## src/rtl/bit_stream_deframer.sv

```systemverilog
// bit_stream_deframer: serial-to-word receiver. Hunts for SYNC_WORD, then emits
// FRAME_LEN payload words per frame and re-checks the sync word between frames.
// Ports:
//   CLK, RST_N        clock, async active-low reset
//   DIN, DIN_DV       serial bit and its valid
//   DOUT, DOUT_DV     payload word (MSB = first bit) and one-cycle valid pulse
//   SOF               first payload word of a frame (with DOUT_DV)
//   LOCKED            high outside HUNT
//   SYNC_ERR          one-cycle pulse on a failed between-frame sync check
module bit_stream_deframer #(
   parameter int unsigned       WORD_W    = 8,
   parameter logic [WORD_W-1:0] SYNC_WORD = WORD_W'(8'hA5),
   parameter int unsigned       FRAME_LEN = 4,
   parameter int unsigned       MISS_MAX  = 2
) (
   input  logic              CLK,
   input  logic              RST_N,
   input  logic              DIN,
   input  logic              DIN_DV,
   output logic [WORD_W-1:0] DOUT,
   output logic              DOUT_DV,
   output logic              SOF,
   output logic              LOCKED,
   output logic              SYNC_ERR
);

   localparam int unsigned BW = $clog2(WORD_W);
   localparam int unsigned CW = $clog2(FRAME_LEN) + 1;
   localparam int unsigned MW = $clog2(MISS_MAX) + 1;

   localparam logic [BW-1:0] BIT_LAST  = BW'(WORD_W - 1);
   localparam logic [CW-1:0] WORD_LAST = CW'(FRAME_LEN - 1);
   localparam logic [MW-1:0] MISS_LAST = MW'(MISS_MAX - 1);

   typedef enum logic [1:0] {
      S_HUNT    = 2'd0,
      S_PAYLOAD = 2'd1,
      S_CHECK   = 2'd2
   } state_t;

   state_t            r_state;
   logic [WORD_W-1:0] r_sr;
   logic [BW-1:0]     r_bit_cnt;
   logic [CW-1:0]     r_word_cnt;
   logic [MW-1:0]     r_miss_cnt;
   logic [WORD_W-1:0] r_dout;
   logic              r_dout_dv;
   logic              r_sof;
   logic              r_sync_err;

   logic [WORD_W-1:0] w_nxt;
   logic              w_match;
   logic              w_last_bit;

   assign w_nxt      = {r_sr[WORD_W-2:0], DIN};
   assign w_match    = (w_nxt == SYNC_WORD);
   assign w_last_bit = (r_bit_cnt == BIT_LAST);

   always_ff @(posedge CLK or negedge RST_N) begin
      if (!RST_N) begin
         r_state    <= S_HUNT;
         r_sr       <= '0;
         r_bit_cnt  <= '0;
         r_word_cnt <= '0;
         r_miss_cnt <= '0;
         r_dout     <= '0;
         r_dout_dv  <= 1'b0;
         r_sof      <= 1'b0;
         r_sync_err <= 1'b0;
      end else begin
         r_dout_dv  <= 1'b0;
         r_sof      <= 1'b0;
         r_sync_err <= 1'b0;
         if (DIN_DV) begin
            // shifting continues in every state so HUNT slides over old bits
            r_sr <= w_nxt;
            unique case (r_state)
               S_HUNT: begin
                  if (w_match) begin
                     r_state    <= S_PAYLOAD;
                     r_bit_cnt  <= '0;
                     r_word_cnt <= '0;
                     r_miss_cnt <= '0;
                  end
               end
               S_PAYLOAD: begin
                  if (w_last_bit) begin
                     r_dout    <= w_nxt;
                     r_dout_dv <= 1'b1;
                     r_sof     <= (r_word_cnt == '0);
                     r_bit_cnt <= '0;
                     if (r_word_cnt == WORD_LAST) begin
                        r_word_cnt <= '0;
                        r_state    <= S_CHECK;
                     end else begin
                        r_word_cnt <= r_word_cnt + 1'b1;
                     end
                  end else begin
                     r_bit_cnt <= r_bit_cnt + 1'b1;
                  end
               end
               S_CHECK: begin
                  if (w_last_bit) begin
                     r_bit_cnt <= '0;
                     if (w_match) begin
                        r_miss_cnt <= '0;
                        r_state    <= S_PAYLOAD;
                     end else begin
                        r_sync_err <= 1'b1;
                        if (r_miss_cnt == MISS_LAST) begin
                           r_miss_cnt <= '0;
                           r_state    <= S_HUNT;
                        end else begin
                           // flywheel: treat the next frame as payload anyway
                           r_miss_cnt <= r_miss_cnt + 1'b1;
                           r_state    <= S_PAYLOAD;
                        end
                     end
                  end else begin
                     r_bit_cnt <= r_bit_cnt + 1'b1;
                  end
               end
               default: r_state <= S_HUNT;
            endcase
         end
      end
   end

   assign DOUT     = r_dout;
   assign DOUT_DV  = r_dout_dv;
   assign SOF      = r_sof;
   assign SYNC_ERR = r_sync_err;
   assign LOCKED   = (r_state != S_HUNT);

endmodule

```

## config.mk

```make
export PLATFORM = sky130hd
export DESIGN_NAME = bit_stream_deframer
export DESIGN_NICKNAME = d
export VERILOG_FILES = /design/src/rtl/bit_stream_deframer.sv
export SDC_FILE = /design/constraint.sdc
export NUM_CORES = 1
export LEC_CHECK = 0
export ABC_AREA = 1
export BUFFER_PORTS_ARGS = -buffer_cell sky130_fd_sc_hd__buf_2
export CORE_AREA = 2 2 52 54
export DETAILED_ROUTE_END_ITERATION = 6
export DIE_AREA = 0 0 54 56
export HOLD_SLACK_MARGIN = 0.03
export PLACE_DENSITY = 0.75
export SETUP_SLACK_MARGIN = 0.02
export SLEW_MARGIN = 20
export SYNTH_ARGS = -nofsm -noshare
export SYNTH_HDL_FRONTEND = slang
export SYNTH_SLANG_ARGS = --single-unit
```

## constraint.sdc

```tcl
create_clock -name CLK -period 1.7 [get_ports CLK]
set_clock_uncertainty 0.15 [all_clocks]
set_input_delay 0.255 -clock CLK [delete_from_list [all_inputs] [get_ports CLK]]
set_output_delay 0.255 -clock CLK [all_outputs]
set_load 0.02 [all_outputs]
```

==> results.toml <==
[outcome]
status = "finished clean"

[critical_path]
cp_max_fo = 6
cp_data_required_time_ps = 1800
r2r-start = "r_bit_cnt[0]"
worst_setup_path_start_kind = "flip-flop"
critPathCaptureType = "flip-flop"
r2r_cells = 8
cp-startpoint = "r_bit_cnt[0]"
crit_type = "reg -> reg"
cp.arrival_ps = 1770

[clock_network]
clk_path_buf_depth = 2
cts_tree = "built"
cts_root_buffer = "clkbuf_4"
clock_insertion_delay_worst_skew_ps = 320
cts_sinks = 28
cts_buffers = 3
path_clk_slew_ps = 150
ctsHtreeMaxLevel = 1

[synth]
syn_area_um2 = 1335
synthMuxAreaShare_pct = 0
synth.top_cell.area_share_pct = 52.48
ys_seq_area_share_pct = 52.48
yosys.area_share.simple_pct = 20.81
synth_top_cells_by_count = "37 x nand2_1, 28 x dfrtp_1, 17 x inv_1, 13 x nor2_1"
synth_flop_cell = "dfrtp_1"
synth_warnings = 0
syn-instance-count = 147
async_reset_ff_share_pct = 100.0
synth_area_per_cell_um2 = 9.082
synth_area_leaders = "dfrtp_1 52%, nand2_1 10%, ha_1 7.5%"
yosysMostFrequentCell = "nand2_1"
synth-compound-area-share_pct = 11.90
yosys.area.top_type = "dfrtp_1"
ys_ff_latch = 28
synth_top_family_by_area = "simple AND/OR/NAND/NOR gates"
ys_types = 20
synth_edf_count = 0
synth_xor_area_share_pct = 0
syn_nets = 159
synth-adder-area-share_pct = 7.498

[sta]
rsz0062_at_grt = "yes"
tns_ps = 0
finalMaxSlewViolations = 0
slew-limit-headroom_pct = 58.30
setup_viol = 0
whs_ps = 303.5
max_freq_mhz = 599.0
min_period_ps = 1669
final-hold-violation-count = 0
tightestPinTransition_ps = 625.5
post-route-period-util_pct = 98.20
fin_ws_ps = 30.52

[placement]
portBuffers = 15
dp_hpwl_mm = 1.738
routabilityCongestion = 0.8309
dp_worst_setup_slack_ps = -15.05

[floorplanning]
die_y_um = 56
die_x_um = 54
die_area_um2 = 3024
rows = 18
initial_core_util_pct = 54.89
ios = 16
core_um2 = 2432

[layout]
fillers = 210
area_delta_synth_final_pct = 19.40
drive_above_1_share_pct = 30.06
fin_nets = 186
antenna_cells = 0

[power]
leakage_nw = 0.8137
irDropWorstVdd_mv = 0.8769
powerDensity_nw_per_um2 = 1374

[global_route]
grt_max_degree = 29
overflow = 0
antenna_found_initial = 0
grt_usage_pct = 18.54
grt_pass1_vias = 982
grt_pass1_wl_mm = 4.181

[detailed_routing]
wl_per_cell_um = 13.00
first_pass_iters = 4
drt-initial-drc-count = 23
ant_nets = 0
drc_errors = 0
via_per_inst = 5.049
wirelength_mm = 2.638
via_count = 1025

[min_path]
hp-class = "in -> async"

[job]
maxCapViolCount = 0
worst max-delay path, cell delays in order (launching register included):
cell	delay [ps]
dfrtp_1	410
ha_1	210
ha_1	210
inv_2	130
o21a_1	170
nor2_2	50
nand3_2	100
nand2_1	70
o21ai_1	90
timing repair:
item	in CTS	in global routing
pin swaps	0	4
hold buffers	3	0
endpoints found under the setup margin	10	18
gates resized for setup	4	9
buffers inserted	1	5
endpoints found under the hold margin	31	0
logic make-up (layout without fill, tap and decap cells):
logic type / Yosys count / in the layout
DFF: 28 / 28
buffers and inverters: 23 / 49
adders and majority gates: 8 / 8
AOI/OAI and AO/OA: 26 / 26
and+or+nand+nor: 62 / 62
flip-flops by register name, summed over array words and instances (netlist names):
signal / count
DOUT: 8
DOUT_DV: 1
SOF: 1
SYNC_ERR: 1
r_bit_cnt: 3
r_miss_cnt: 2
r_sr: 7
r_state: 2
r_word_cnt: 3
final cells by class:
| type | instances | area, um2 | area share, % |
|---|---|---|---|
| clock buffers | 3 | 22.52 | 1.413 |
| clock inverters | 1 | 30.03 | 1.884 |
| inverters | 20 | 80.08 | 5.024 |
| multi-input cells | 96 | 565.5 | 35.48 |
| flip-flops and latches | 28 | 700.7 | 43.96 |
| well taps | 30 | 37.54 | 2.355 |
| repair buffers | 25 | 157.7 | 9.890 |
layout by cell type, fill, tap and decap left out:
cell type and n:
clkbuf_4 3, dlygate4sd3_1 3, inv_4 2, nand2_1 36, nor3_1 2, or2_2 1
ha_1 6, a21oi_2 1, buf_4 7, o21ai_1 8, nor3_4 1, nor2_1 12
nand3_1 2, o21ai_2 7, buf_2 15, ha_4 1, nor2_2 1, dfrtp_1 28
o21ai_0 7, bufinv_16 1, inv_1 14, nand2_2 3, inv_2 4, nand3_2 4
a21oi_1 2, o21a_1 1, ha_2 1
routing by layer:
layer	wire length (um)	vias to the layer above	global-route usage, %
met4	61	0	8.214
li1	-	509	-
met1	1097	487	22.42
met3	96	6	2.957
met2	1383	23	31.36
met5	0	-	0
power breakdown:
group	leakage, nW	total, mW	internal (mW)	switching [mW]
clock network	0.0279	0.434	0.238	0.196
registers	0.359	0.849	0.778	0.0712
logic	0.427	0.906	0.368	0.539
stage by stage:
stage	power [mW]	cell area [um2]	util, %	instances
2_1_floorplan	1.399	1335	-	147
3_3_place_gp	1.530	1433	58.90	190
3_5_place_dp	1.572	1433	58.90	190
4_1_cts	2.073	1538	63.22	198
5_1_grt	2.357	1594	65.54	203
6_report	2.190	1594	65.54	203
path summary, 6_finish.rpt:
path                                 to  slack, ps
max                          r_state[0]         30
min                             DOUT[5]        300
max reg2reg                  r_state[0]         30
min reg2reg                     DOUT[1]        350
max in group asynchronous  r_bit_cnt[1]        690
min in group CLK                DOUT[1]        350
No activity file was read; power rests on OpenSTA's default activity.
